===== config.mk =====
export PLATFORM = sky130hd
export DESIGN_NAME = id_ex_pipe_stage
export DESIGN_NICKNAME = d
export VERILOG_FILES = /design/src/rtl/rv32i_types.sv /design/src/rtl/pipe_payload_reg.sv /design/src/rtl/id_ex_pipe_stage.sv
export SDC_FILE = /design/constraint.sdc
export NUM_CORES = 1
export LEC_CHECK = 0
export CORE_ASPECT_RATIO = 1.4
export CORE_MARGIN = 2
export CORE_UTILIZATION = 52
export DETAILED_ROUTE_END_ITERATION = 8
export PLACE_DENSITY = 0.86
export SLEW_MARGIN = 25
export SYNTH_ARGS = -nofsm -noshare
export SYNTH_HDL_FRONTEND = slang
export SYNTH_SLANG_ARGS = --single-unit

===== constraint.sdc =====
create_clock -name clk -period 4.9 [get_ports clk]
set_input_delay 1.225 -clock clk [delete_from_list [all_inputs] [get_ports clk]]
set_output_delay 1.225 -clock clk [all_outputs]
set_load 0.02 [all_outputs]

===== src/rtl/rv32i_types.sv =====
// rtl/rv32i_types.sv - shared RV32I pipeline types and constants
package rv32i_types;

  localparam int PIPE_OPS = 2;

  // Metadata carried alongside the operands from decode into execute.
  typedef struct packed {
    logic [9:0]  pc_plus4;
    logic [11:0] imm;
    logic [4:0]  rs1;
    logic [4:0]  rs2;
    logic [4:0]  rd;
    logic        is_branch;
    logic [1:0]  pht_idx;
    logic        pc_taken;
    logic        pht_prediction;
  } pipe_meta_t;

endpackage


===== src/rtl/pipe_payload_reg.sv =====
// rtl/pipe_payload_reg.sv - load-enable payload register with async active-low clear
module pipe_payload_reg #(
  parameter int W = 32
) (
  input  logic         clk,
  input  logic         rst_n,
  input  logic         load,
  input  logic [W-1:0] d,
  output logic [W-1:0] q
);

  always_ff @(posedge clk or negedge rst_n) begin
    if (!rst_n) begin
      q <= '0;
    end else if (load) begin
      q <= d;
    end
  end

endmodule


===== src/rtl/id_ex_pipe_stage.sv =====
// rtl/id_ex_pipe_stage.sv - elastic ID/EX stage register with 2-entry skid buffer, flush and head overwrite
module id_ex_pipe_stage
  import rv32i_types::*;
#(
  parameter int CTRL_W  = 32,
  parameter int META_W  = $bits(pipe_meta_t),
  parameter int DATA_W  = 32,
  parameter int NUM_OPS = PIPE_OPS
) (
  input  logic                      clk,
  input  logic                      rst_n,
  input  logic                      in_valid,
  output logic                      in_ready,
  input  logic [CTRL_W-1:0]         in_ctrl,
  input  logic [META_W-1:0]         in_meta,
  input  logic [NUM_OPS*DATA_W-1:0] in_ops,
  output logic                      out_valid,
  input  logic                      out_ready,
  output logic [CTRL_W-1:0]         out_ctrl,
  output logic [META_W-1:0]         out_meta,
  output logic [NUM_OPS*DATA_W-1:0] out_ops,
  input  logic                      flush,
  input  logic [NUM_OPS-1:0]        ow_en,
  input  logic [NUM_OPS*DATA_W-1:0] ow_data,
  output logic [1:0]                occupancy
);

  localparam int CM_W  = CTRL_W + META_W;
  localparam int OPS_W = NUM_OPS * DATA_W;
  localparam int ENT_W = CM_W + OPS_W;

  logic             head_valid, skid_valid;
  logic             head_valid_d, skid_valid_d;
  logic             in_fire, out_fire;
  logic             head_load, skid_load, ow_act;
  logic [ENT_W-1:0] in_ent, skid_q, head_src;
  logic [CM_W-1:0]  head_cm;
  logic [OPS_W-1:0] head_ops, head_ops_d;
  logic [NUM_OPS-1:0] lane_load;

  assign in_fire  = in_valid & ~skid_valid;
  assign out_fire = head_valid & out_ready;
  assign in_ent   = {in_ctrl, in_meta, in_ops};
  // The head refills from the skid entry whenever one is waiting, keeping FIFO order.
  assign head_src = skid_valid ? skid_q : in_ent;

  always_comb begin
    head_valid_d = head_valid;
    skid_valid_d = skid_valid;
    head_load    = 1'b0;
    skid_load    = 1'b0;
    if (flush) begin
      head_valid_d = 1'b0;
      skid_valid_d = 1'b0;
    end else if (!head_valid) begin
      head_valid_d = in_fire;
      head_load    = in_fire;
    end else if (!skid_valid) begin
      if (out_fire) begin
        head_valid_d = in_fire;
        head_load    = in_fire;
      end else if (in_fire) begin
        skid_valid_d = 1'b1;
        skid_load    = 1'b1;
      end
    end else if (out_fire) begin
      skid_valid_d = 1'b0;
      head_load    = 1'b1;
    end
  end

  always_ff @(posedge clk or negedge rst_n) begin
    if (!rst_n) begin
      head_valid <= 1'b0;
      skid_valid <= 1'b0;
    end else begin
      head_valid <= head_valid_d;
      skid_valid <= skid_valid_d;
    end
  end

  // Overwrite only lands on a head that stays put; never mutually active with head_load.
  assign ow_act = head_valid & ~out_fire & ~flush;

  pipe_payload_reg #(.W(ENT_W)) u_skid (
    .clk   (clk),
    .rst_n (rst_n),
    .load  (skid_load),
    .d     (in_ent),
    .q     (skid_q)
  );

  pipe_payload_reg #(.W(CM_W)) u_head_cm (
    .clk   (clk),
    .rst_n (rst_n),
    .load  (head_load),
    .d     (head_src[ENT_W-1:OPS_W]),
    .q     (head_cm)
  );

  for (genvar i = 0; i < NUM_OPS; i++) begin : g_lane
    assign lane_load[i] = head_load | (ow_act & ow_en[i]);
    assign head_ops_d[i*DATA_W +: DATA_W] =
      head_load ? head_src[i*DATA_W +: DATA_W] : ow_data[i*DATA_W +: DATA_W];

    pipe_payload_reg #(.W(DATA_W)) u_head_op (
      .clk   (clk),
      .rst_n (rst_n),
      .load  (lane_load[i]),
      .d     (head_ops_d[i*DATA_W +: DATA_W]),
      .q     (head_ops[i*DATA_W +: DATA_W])
    );
  end

  assign in_ready  = ~skid_valid;
  assign out_valid = head_valid;
  assign out_ctrl  = head_cm[CM_W-1:META_W];
  assign out_meta  = head_cm[META_W-1:0];
  assign out_ops   = head_ops;
  assign occupancy = {1'b0, head_valid} + {1'b0, skid_valid};

endmodule


# --- Word-level counts from Yosys, hierarchy flattened ---
# Cells that the tools add are included.
# Widths: inputs -> output; s select.
totals:
  regBits: 278
  inputBits: 209
  output_inout_bits: 142
  elab_cells: 40
op_classes:
  n_addsub: 1
  n_mux: 21
  bitwise: 11
  reduce_logical: 1
op_table:
  columns: ["operator", "count"]
  rows:
  - ["$mux 138", 1]
  - ["$mux 32", 2]
  - ["$mux 1", 18]
  - ["$and 1x1->1", 6]
  - ["$not 1->1", 3]
  - ["$add 1x1->2", 1]
  - ["$or 1x1->1", 2]
  - ["$reduce_bool 2->1", 1]

# --- Longest topological paths before layout ---
# Gate-level depths: netlist (run 1).
logic_depth:
  word_depth: 7
  depth_mapped: 7
  mapped_depth_nobuf: 4

# --- Modules after synthesis ---
# Synthesis (run 1) repeated with hierarchy kept, for this count alone.
unflattened:
  hier_cells: 824
  hier_area_um2: 13435.4
by_module_without_submodules:
  columns: ["mod", "n_inst", "cells_each", "area_each_um2", "seq_area_each_um2"]
  rows:
  - ["pipe_payload_reg at u_skid", 1, 291, 5170.0, 3453.3]
  - ["pipe_payload_reg at u_head_cm", 1, 156, 2994.1, 1851.8]
  - ["pipe_payload_reg at g_lane[0].u_head_op ...", 2, 68, 1345.0, 800.8]
  - ["id_ex_pipe_stage", 1, 241, 2581.2, 50.0]

# --- Worst setup path after synthesis (run 1) ---
# Ideal clock, no wire load.
synth_timing:
  path_kind: "reg-to-output"
  from: "reg skid_valid"
  to: "out in_ready"
  arrival_time_ps: 1339
  required_time_ps: 3675
  path_slack_ps: 2336
  path_stages_with_launch: 6
  n_path_buf: 4
  cell_sequence: "dfrtp_1 buf_2 buf_2 buf_2 buf_2 inv_1"
synth_via:
  elab_chain_cells: 1
synth_rtl:
  columns: ["element", "line", "source"]
  rows:
  - ["start: declaration", "id_ex_pipe_stage.sv:32", "logic head_valid, skid_valid;"]
  - ["start signal: assignment", "id_ex_pipe_stage.sv:78", "skid_valid <= skid_valid_d;"]
  - ["$not 1->1", "id_ex_pipe_stage.sv:115", "assign in_ready = ~skid_valid;"]
  - ["end: declaration", "id_ex_pipe_stage.sv:13", "output logic in_ready,"]
# No other way between the ends.

# --- Worst setup path in the final report (run 1) ---
layout_timing:
  from: "reg skid_valid"
  to: "out occupancy[0]"
layout_via:
  elab_chain_cells: 1
layout_rtl:
  columns: ["element", "line", "source"]
  rows:
  - ["$add 1x1->2", "id_ex_pipe_stage.sv:120", "assign occupancy = {1'b0, head_valid} + {1'b0, skid_valid};"]
  - ["end: declaration", "id_ex_pipe_stage.sv:25", "output logic [1:0] occupancy"]
# No other way between the ends.

==> results_dict.tcl, run 1 <==
set metrics [dict create \
    io_buffers 350 \
    cts.sinks 278 \
    cts_buffers 27 \
    fin_cells 1630 \
    cp.arrival_ns 2.35 \
    die_h_um 186 \
    reg2reg_from "skid_valid$_DFFE_PN0P_" \
    routedWlPerCell_um 19.3 \
    min_period_ns 3.57 \
    num_rows 66 \
    n_fill_cell 1548 \
    grt.total_usage_pct 24.9 \
    synthXorXnorAreaFrac_pct 0 \
    power_density_nw_per_um2 427 \
    place_area_um2 16100 \
    grt_pass1_wl_um 49200 \
    cts_tree "built" \
    critical_path_class "register to output port" \
    ys_seq_area_share_pct 56.6 \
    skew_ns 0.0113 \
    pin_count 351 \
    ctsResizeCount 0 \
    final_nets 1513 \
    synthAdderAreaFrac_pct 0.102 \
    synth_top_family_by_area "multiplexers" \
    synth_cells 978 \
    ir_drop_uv 273 \
    maxCapViolations 0 \
    synth_mux_area_share_pct 29.8 \
    end_kind "output port" \
    h-tree-depth 1 \
    avgSynthCellArea_um2 12.6 \
    fin_tns_setup_ns 0 \
    yosysUniqueCellTypes 19 \
    reg2reg_depth 4 \
    crit_required_ns 3.67 \
    place_hpwl_um 21000 \
    worst-path-buf-inv 1 \
    hold_depth 2 \
    final_area_um2 17000 \
    dr_total_vias 8873 \
    synthSimpleGateAreaFrac_pct 4.58 \
    antenna_found_initial 4 \
    startpoint_type "register" \
    yosysWarnings 0 \
    fp.coreArea_um2 23200 \
    cp.depth 2 \
    grt_start_max_net_pins 173 \
    max_freq_mhz 280 \
    leakagePower_nw 7.00 \
    firstDrtPassIters 6 \
    clockBufferDepth 3 \
    rsz0062_at_grt "no" \
    min_path_type "register to register" \
    cpLargestDelayFamily "flip-flops" \
    worstSkewPairLatency_ns 0.52 \
    crit_path_start "skid_valid$_DFFE_PN0P_" \
    gp_congestion 0.814 \
    start_util_pct 53.0 \
    setup_viol 0 \
    syn_nets 1188 \
    grt-ovfl-total 0 \
    path_cells "ha_1 -> clkdlybuf4s50_1" \
    min-delay-start "g_lane[1].u_head_op.q[0]$_DFFE_PN0P_" \
    dieArea_um2 24900 \
    wl_um 31500 \
    period_share_pct 72.9 \
    cp_max_fo 52 \
    yosysTopAreaCell "dfrtp_1" \
    via_per_inst 5.44 \
    area_delta_synth_final_pct 38.4 \
    hold_violations 0 \
    syn_area_um2 12300 \
    worst_slew_pin_slew_ns 0.852 \
    clk_pin_slew_ns 0.07 \
    cp_slowest_cell "dfrtp_4" \
    die_w_um 134 \
    grt_pass1_vias 9494 \
    synth_compound_area_share_pct 6.10 \
    post-cts-setup-buffers 0 \
    drive_above_1_share_pct 20.3 \
    slowest_delay_ns 0.92 \
    ys_ff_latch 278 \
    synth.area.top_cells "dfrtp_1 (57%), mux2_2 (18%), mux2i_1 (11%)" \
    drc 0 \
    ant_nets 0 \
    status "completed" \
    place_inst 1579 \
    cts-hold-fix-buffers 0 \
    drt_iter0_markers 319 \
    cts_root_buffer "clkbuf_16" \
    synthDominantCellAreaShare_pct 56.6 \
    report.final.slew_viol_count 0 \
    slew_headroom_pct 43.2 \
]
==> state kept, by name, indices dropped and copies added, names as in the netlist <==
signal and flops:
g_lane.u_head_op.q 64, out_valid 1, skid_valid 1, u_head_cm.q 74, u_skid.q 138
==> report_power, final <==
part / internal [mW] / switching, mW / leakage, nW
Clock: 1.31 / 0.865 / 0.467
Combinational: 1.02 / 0.871 / 3.18
Sequential: 2.87 / 0.325 / 3.34
Total: 5.20 / 2.06 / 7.00
==> tightest hold or removal path, cell delays in order, from the launching register on <==
cell	delay [ns]
dfrtp_1	0.34
nand2_1	0.05
o21ai_0	0.06
==> per-layer routing <==
| layer | wire, µm | up-vias | share of wire (%) | GRT usage [%] |
|---|---|---|---|---|
| met2 | 16800 | 292 | 53 | 45.9 |
| met3 | 1880 | 66 | 5.9 | 5.64 |
| met1 | 11600 | 4415 | 37 | 27.9 |
| met5 | 12 | - | 0.038 | 0 |
| li1 | - | 4098 | - | - |
| met4 | 1230 | 2 | 3.9 | 10.0 |
==> metrics by stage <==
step | utilization (%) | power [mW] | setup WS, ns | hold slack [ns]
CTS | 73.2 | 7.32 | 1.28 | 0.483
detailed placement | 69.2 | 5.11 | 1.14 | 0.469
finish | 73.3 | 7.26 | 1.33 | 0.480
floorplan | - | 4.15 | 2.34 | 0.475
global placement | 69.2 | 5.01 | 1.18 | 0.460
global route | 73.3 | 7.61 | 1.24 | 0.512
==> cell type report <==
| type | count | area (µm²) | area share, % |
|---|---|---|---|
| Clock buffer | 36 | 769 | 4.52 |
| Tap cell | 306 | 383 | 2.25 |
| Clock inverter | 12 | 164 | 0.963 |
| Timing Repair Buffer | 363 | 3700 | 21.7 |
| Sequential cell | 278 | 6960 | 40.9 |
| Multi-Input combinational cell | 630 | 5020 | 29.5 |
| Inverter | 3 | 11.3 | 0.0662 |
| Antenna cell | 2 | 5.00 | 0.0294 |
==> kinds of logic after synthesis <==
| kind of cell | after synthesis |
|---|---|
| simple gates | 144 |
| flops | 278 |
| mux | 341 |
| buf+inv | 70 |
| fa+ha+maj | 1 |
| compound gates | 144 |
==> cell usage in the layout, fill, tap and decap left out <==
master | netlist | final
a211oi_4 | 0 | 1
ha_1 | 1 | 1
clkinv_2 | 0 | 7
and4_4 | 0 | 1
buf_12 | 0 | 6
buf_16 | 0 | 1
mux2i_1 | 139 | 139
nor2b_1 | 1 | 1
buf_4 | 13 | 6
nor2_1 | 75 | 75
dfrtp_1 | 278 | 277
diode_2 | 0 | 2
buf_8 | 0 | 1
clkdlybuf4s50_1 | 0 | 349
clkinv_4 | 0 | 1
dfrtp_4 | 0 | 1
a211oi_1 | 1 | 1
clkbuf_8 | 0 | 6
o21ai_0 | 40 | 40
nand2_1 | 64 | 64
clkbuf_1 | 23 | 3
or3b_2 | 3 | 3
clkbuf_16 | 0 | 27
mux2_2 | 202 | 202
bufinv_16 | 0 | 4
o2111ai_4 | 0 | 2
o21ai_1 | 25 | 25
inv_1 | 3 | 3
a21oi_1 | 75 | 75
==> cell usage after synthesis, drive strengths merged <==
cell,n
a211oi,2
a21oi,75
and4,1
buf,44
clkbuf,23
dfrtp,278
ha,1
inv,3
mux2,202
mux2i,139
nand2,64
nor2,75
nor2b,1
o2111ai,2
o21ai,65
or3b,3
==> worst paths after layout <==
check,endpoint,slack [ns]
hold / removal,g_lane[1].u_head_op.q[0]$_DFFE_PN0P_,0.48
setup / recovery,occupancy[0],1.33
min in group asynchronous,u_skid.q[117]$_DFFE_PN0P_,0.60
setup reg to reg,u_skid.q[76]$_DFFE_PN0P_,2.01
max in group asynchronous,g_lane[0].u_head_op.q[29]$_DFFE_PN0P_,3.07
hold reg to reg,g_lane[1].u_head_op.q[0]$_DFFE_PN0P_,0.48
Note: power is estimated with default switching activity, not from simulation.
==> run 2: changes to the inputs <==
--- a/config.mk
+++ b/config.mk
@@ -7,9 +7,9 @@
 export LEC_CHECK = 0
 export CORE_ASPECT_RATIO = 1.4
 export CORE_MARGIN = 2
-export CORE_UTILIZATION = 52
+export CORE_UTILIZATION = 48
 export DETAILED_ROUTE_END_ITERATION = 8
-export PLACE_DENSITY = 0.86
+export PLACE_DENSITY = 0.8
 export SLEW_MARGIN = 25
 export SYNTH_ARGS = -nofsm -noshare
 export SYNTH_HDL_FRONTEND = slang
==> constraint.sdc (replaced) <==
create_clock -name clk -period 3.6 [get_ports clk]
set_input_delay 0.9 -clock clk [delete_from_list [all_inputs] [get_ports clk]]
set_output_delay 0.9 -clock clk [all_outputs]
set_load 0.02 [all_outputs]
==> run 2 against run 1 <==
  * Setup slack lost 0.75 ns
  * Wire length shrank 3.3%
  * Combinational power grew 36%
  * Register-to-register slack lost 0.98 ns
  * Clock skew grew 0.0020 ns
  * Clock-buffer cell count grew 10
  * Largest cell class unchanged
  * Flip-flop and latch count is the same
  * First-iteration DRC count grew 10%
  * Sequential share of layout area is essentially flat
==> results_dict.tcl, run 2 (same netlist as run 1, synthesis figures left out) <==
set metrics [dict create \
    status "completed" \
    start_util_pct 48.6 \
    n_fill_cell 1925 \
    grt-busiest-layer "met2" \
    regMostFlops "u_skid.q" \
    max_freq_mhz 330 \
    min_path_type "input port to async pin" \
    reg2reg_from "skid_valid$_DFFE_PN0P_" \
    met1_usage_pct 28.0 \
    via_per_inst 5.27 \
    post-cts-setup-buffers 0 \
    cts_root_buffer "clkbuf_16" \
    h-tree-depth 1 \
    cts_buffers 27 \
    ant_nets 0 \
    fin_tns_setup_ns 0 \
    cp_slowest_cell "dfrtp_1" \
    fp.coreArea_um2 25300 \
    ctsResizeCount 0 \
    r2r_slack_ns 1.03 \
    mostFrequentLayoutCells "clkdlybuf4s50_1 (349), dfrtp_1 (277), mux2_2 (202)" \
    ir_drop_uv 560 \
    grt_start_max_net_pins 88 \
    period_share_pct 84.1 \
    wl_um 30500 \
    reg2reg_depth 5 \
    gp_congestion 0.799 \
    critical_path_class "register to output port" \
    largestRegisters "u_skid.q x138, u_head_cm.q x74, g_lane.u_head_op.q x64" \
    antenna_found_initial 4 \
    hold-worst-slack_ns 0.326 \
    path_cells "ha_1 -> clkdlybuf4s50_1" \
    leakagePower_nw 6.99 \
    largest_reg_flops 138 \
    reg2reg_to "g_lane[0].u_head_op.q[25]$_DFFE_PN0P_" \
    met2_usage_pct 38.2 \
    drive_above_1_share_pct 20.2 \
    firstDrtPassIters 4 \
    cp.arrival_ns 2.13 \
    power_density_nw_per_um2 570 \
    crit_required_ns 2.70 \
    cp_max_fo 12 \
    grt_pass1_vias 9035 \
    clockBufferDepth 3 \
    grt.total_usage_pct 22.4 \
    slew_headroom_pct 39.2 \
    min_period_ns 3.03 \
    drc 0 \
    final_common_cell "clkdlybuf4s50_1" \
    report.final.slew_viol_count 0 \
    pin_count 351 \
    dr_total_vias 8683 \
    grt_pass1_wl_um 48800 \
    io_buffers 350 \
    routedWlPerCell_um 18.5 \
    worst_slew_pin_slew_ns 0.911 \
    dieArea_um2 26900 \
    grt-ovfl-total 0 \
    place_hpwl_um 21000 \
    area_delta_synth_final_pct 38.5 \
    cts_tree "built" \
    globalRouteMet3Util_pct 4.26 \
    end_kind "output port" \
    cts.sinks 278 \
    slowest_delay_ns 0.72 \
    worstSkewPairLatency_ns 0.52 \
    startpoint_type "register" \
    setup_viol 0 \
    rsz0062_at_grt "no" \
    num_rows 69 \
    finalPower_mw 9.71 \
    skew_ns 0.0133 \
    die_w_um 139 \
    die_h_um 193 \
    maxCapViolations 0 \
    hold_violations 0 \
    cts-hold-fix-buffers 0 \
    clk_pin_slew_ns 0.07 \
    final_nets 1518 \
    drt_iter0_markers 352 \
]
-- run 2: changes by cell type in the layout (fill, tap and decap cells not counted), sizes merged --
cell | before | now
diode | 2 | 4
buf | 14 | 19
clkinv | 8 | 0
bufinv | 4 | 1
clkbuf | 36 | 46
-- run 2: cell type report --
cell class / instances / area [µm²] / share of cell area (%)
Sequential cell: 278 / 6960 / 40.9
Clock buffer: 46 / 857 / 5.03
Timing Repair Buffer: 368 / 3740 / 22.0
Antenna cell: 4 / 10.0 / 0.0588
Inverter: 3 / 11.3 / 0.0661
Tap cell: 319 / 399 / 2.34
Multi-Input combinational cell: 630 / 5020 / 29.5
Clock inverter: 1 / 30.0 / 0.176
-- run 2: critical path: cells and delay by family, from the launching register on --
kind / cells / cell delay [ns]
flops: 1 / 0.72
buf+inv: 1 / 0.54
fa+ha+maj: 1 / 0.33
-- run 2: worst max path at each step --
stage                                 from                  endpoint
floorplan           skid_valid$_DFFE_PN0P_                  in_ready
global placement                  in_valid  u_skid.q[84]$_DFFE_PN0P_
detailed placement                in_valid  u_skid.q[78]$_DFFE_PN0P_
CTS                    out_valid$_DFF_PN0_              occupancy[0]
global route           out_valid$_DFF_PN0_              occupancy[0]
finish                 out_valid$_DFF_PN0_              occupancy[0]
-- run 2: power breakdown --
part | total (mW) | internal (mW) | switching, mW
combinational | 2.57 | 1.40 | 1.17
sequential | 4.31 | 3.90 | 0.409
clock | 2.83 | 1.67 | 1.16
total | 9.71 | 6.97 | 2.74
-- run 2: through the flow --
step / instances / util, % / worst slack, ns / instance area, µm²
final: 1649 / 67.3 / 0.574 / 17000
after global routing: 1649 / 67.3 / 0.505 / 17000
after CTS: 1645 / 67.3 / 0.540 / 17000
after detailed placement: 1598 / 63.8 / 0.534 / 16100
after global placement: 1598 / 63.8 / 0.566 / 16100
after floorplan: 978 / - / 1.36 / 12300
-- run 2: metal layers --
metal  part of all wire, %  wire [µm]
met4                   4.0       1210
met5                     0          0
met1                    40      12100
met3                   5.9       1790
met2                    51      15400
==> run 3: changes to the inputs <==
==> constraint.sdc (replaced) <==
create_clock -name clk -period 3.1 [get_ports clk]
set_input_delay 0.775 -clock clk [delete_from_list [all_inputs] [get_ports clk]]
set_output_delay 0.775 -clock clk [all_outputs]
set_load 0.02 [all_outputs]
==> run 3 against run 2 <==
  * Core utilization increased by 0.059 points
  * Wire length increased by 2.5%
  * Clock-buffer cell count decreased by 6
  * Largest cell class unchanged
  * Highest routed layer unchanged
  * Sequential power increased by 17%
  * Critical path depth unchanged
  * Setup slack got worse by 0.38 ns
  * Critical path type unchanged
  * First-iteration DRC count decreased by 30%
==> results_dict.tcl, run 3 (same netlist as run 1, synthesis figures left out) <==
set metrics [dict create \
    skew_ns 0.00890 \
    report.final.slew_viol_count 0 \
    largestRegisters "u_skid.q x138, u_head_cm.q x74, g_lane.u_head_op.q x64" \
    io_buffers 350 \
    end_kind "output port" \
    slowest_delay_ns 0.73 \
    ff_latch_area_um2 6960 \
    clockBufferDepth 3 \
    leakagePower_nw 7.01 \
    final_nets 1524 \
    pin_count 351 \
    wl_met2_um 16600 \
    startpoint_type "register" \
    grt_pass1_vias 9104 \
    cp_slowest_cell "dfrtp_1" \
    ir_drop_uv 523 \
    die_w_um 139 \
    fin_cells 1661 \
    wl_um 31200 \
    slew_headroom_pct 40.3 \
    place_hpwl_um 21800 \
    post-cts-setup-buffers 0 \
    die_h_um 193 \
    grt.total_usage_pct 22.8 \
    firstDrtPassIters 4 \
    cts_tree "built" \
    num_rows 69 \
    clk_pin_slew_ns 0.06 \
    gp_congestion 0.842 \
    via_per_inst 5.22 \
    ant_nets 0 \
    start_util_pct 48.6 \
    largest_reg_flops 138 \
    h-tree-depth 1 \
    min_period_ns 2.91 \
    dr_total_vias 8674 \
    cts_buffers 27 \
    status "completed" \
    top_layer "met4" \
    grt_start_max_net_pins 76 \
    power_density_nw_per_um2 652 \
    multi_input_area_um2 5020 \
    hold-worst-slack_ns 0.204 \
    regMostFlops "u_skid.q" \
    max_freq_mhz 344 \
    cts-hold-fix-buffers 0 \
    ctsResizeCount 0 \
    fp.coreArea_um2 25300 \
    worstSkewPairLatency_ns 0.53 \
    drt_iter0_markers 245 \
    dieArea_um2 26900 \
    cts.sinks 278 \
    antenna_found_initial 8 \
    grt-ovfl-total 0 \
    setup_viol 0 \
    min_path_type "input port to async pin" \
    routedWlPerCell_um 18.8 \
    final_common_cell "clkdlybuf4s50_1" \
    rsz0062_at_grt "no" \
    path_cells "ha_1 -> clkdlybuf4s50_1" \
    place_inst 1604 \
    drc 0 \
    crit_required_ns 2.32 \
    grt_pass1_wl_um 49400 \
    cts_root_buffer "clkbuf_16" \
    finalPower_mw 11.1 \
    drive_above_1_share_pct 20.7 \
    area_delta_synth_final_pct 38.6 \
    dr_wl_met3_um 1730 \
    final_core_util_pct 67.4 \
    maxCapViolations 0 \
    mostFrequentLayoutCells "clkdlybuf4s50_1 (349), dfrtp_1 (277), mux2_2 (202)" \
    cp_max_fo 12 \
    worst_slew_pin_slew_ns 0.895 \
    period_share_pct 93.8 \
    fin_tns_setup_ns 0 \
    critical_path_class "register to output port" \
    cp.arrival_ns 2.13 \
    hold_violations 0 \
    wl_met1_um 11900 \
    n_fill_cell 1940 \
]
[run 3: cell count changes in the layout (fill, tap and decap cells not counted)]
cell / previous run / this run
clkinv_2: 0 / 8
clkbuf_8: 11 / 5
buf_4: 10 / 14
diode_2: 4 / 8
buf_12: 8 / 10
bufinv_16: 1 / 0
clkinvlp_4: 0 / 1
[run 3: worst paths after layout]
check / from / to / slack, ns / cells after the start
worst max-delay path: out_valid$_DFF_PN0_ / occupancy[0] / 0.19 / 2
min in group clk: g_lane[1].u_head_op.q[1]$_DFFE_PN0P_ / g_lane[1].u_head_op.q[1]$_DFFE_PN0P_ / 0.48 / 2
worst min-delay path: rst_n / u_skid.q[117]$_DFFE_PN0P_ / 0.20 / 1
max in group asynchronous: rst_n / g_lane[0].u_head_op.q[12]$_DFFE_PN0P_ / 2.14 / 2
worst max register to register: skid_valid$_DFFE_PN0P_ / u_head_cm.q[38]$_DFFE_PN0P_ / 0.74 / 4
worst min register to register: g_lane[1].u_head_op.q[1]$_DFFE_PN0P_ / g_lane[1].u_head_op.q[1]$_DFFE_PN0P_ / 0.48 / 2
[run 3: worst max-delay path: cells and delay by family, from the launching register on]
| kind | cells | cell delay (ns) |
|---|---|---|
| fa+ha+maj | 1 | 0.33 |
| flops | 1 | 0.73 |
| buf+inv | 1 | 0.54 |
[run 3: per-layer routing]
| metal | up-vias | global-route usage [%] |
|---|---|---|
| met5 | - | 0 |
| met4 | 0 | 8.79 |
| met3 | 58 | 4.41 |
| met2 | 240 | 40.3 |
| met1 | 4266 | 27.3 |
| li1 | 4110 | - |
[run 3: report_power, final]
part | internal [mW] | switching (mW)
logic | 1.63 | 1.36
clock network | 1.72 | 1.38
registers | 4.53 | 0.496
total | 7.89 | 3.23
[run 3: area by class of cell]
cell class	instances	area share (%)
flip-flops and latches	278	40.8
multi-input cells	630	29.5
repair buffers	374	22.4
clock buffers	40	4.54
well taps	319	2.34
clock inverters	9	0.279
diodes	8	0.117
inverters	3	0.0660
[run 3: through the flow]
| step | cell area, µm² | worst slack [ns] |
|---|---|---|
| floorplan | 12300 | 0.986 |
| global placement | 16200 | 0.372 |
| detailed placement | 16200 | 0.316 |
| CTS | 17000 | 0.181 |
| global route | 17100 | 0.137 |
| finish | 17100 | 0.192 |
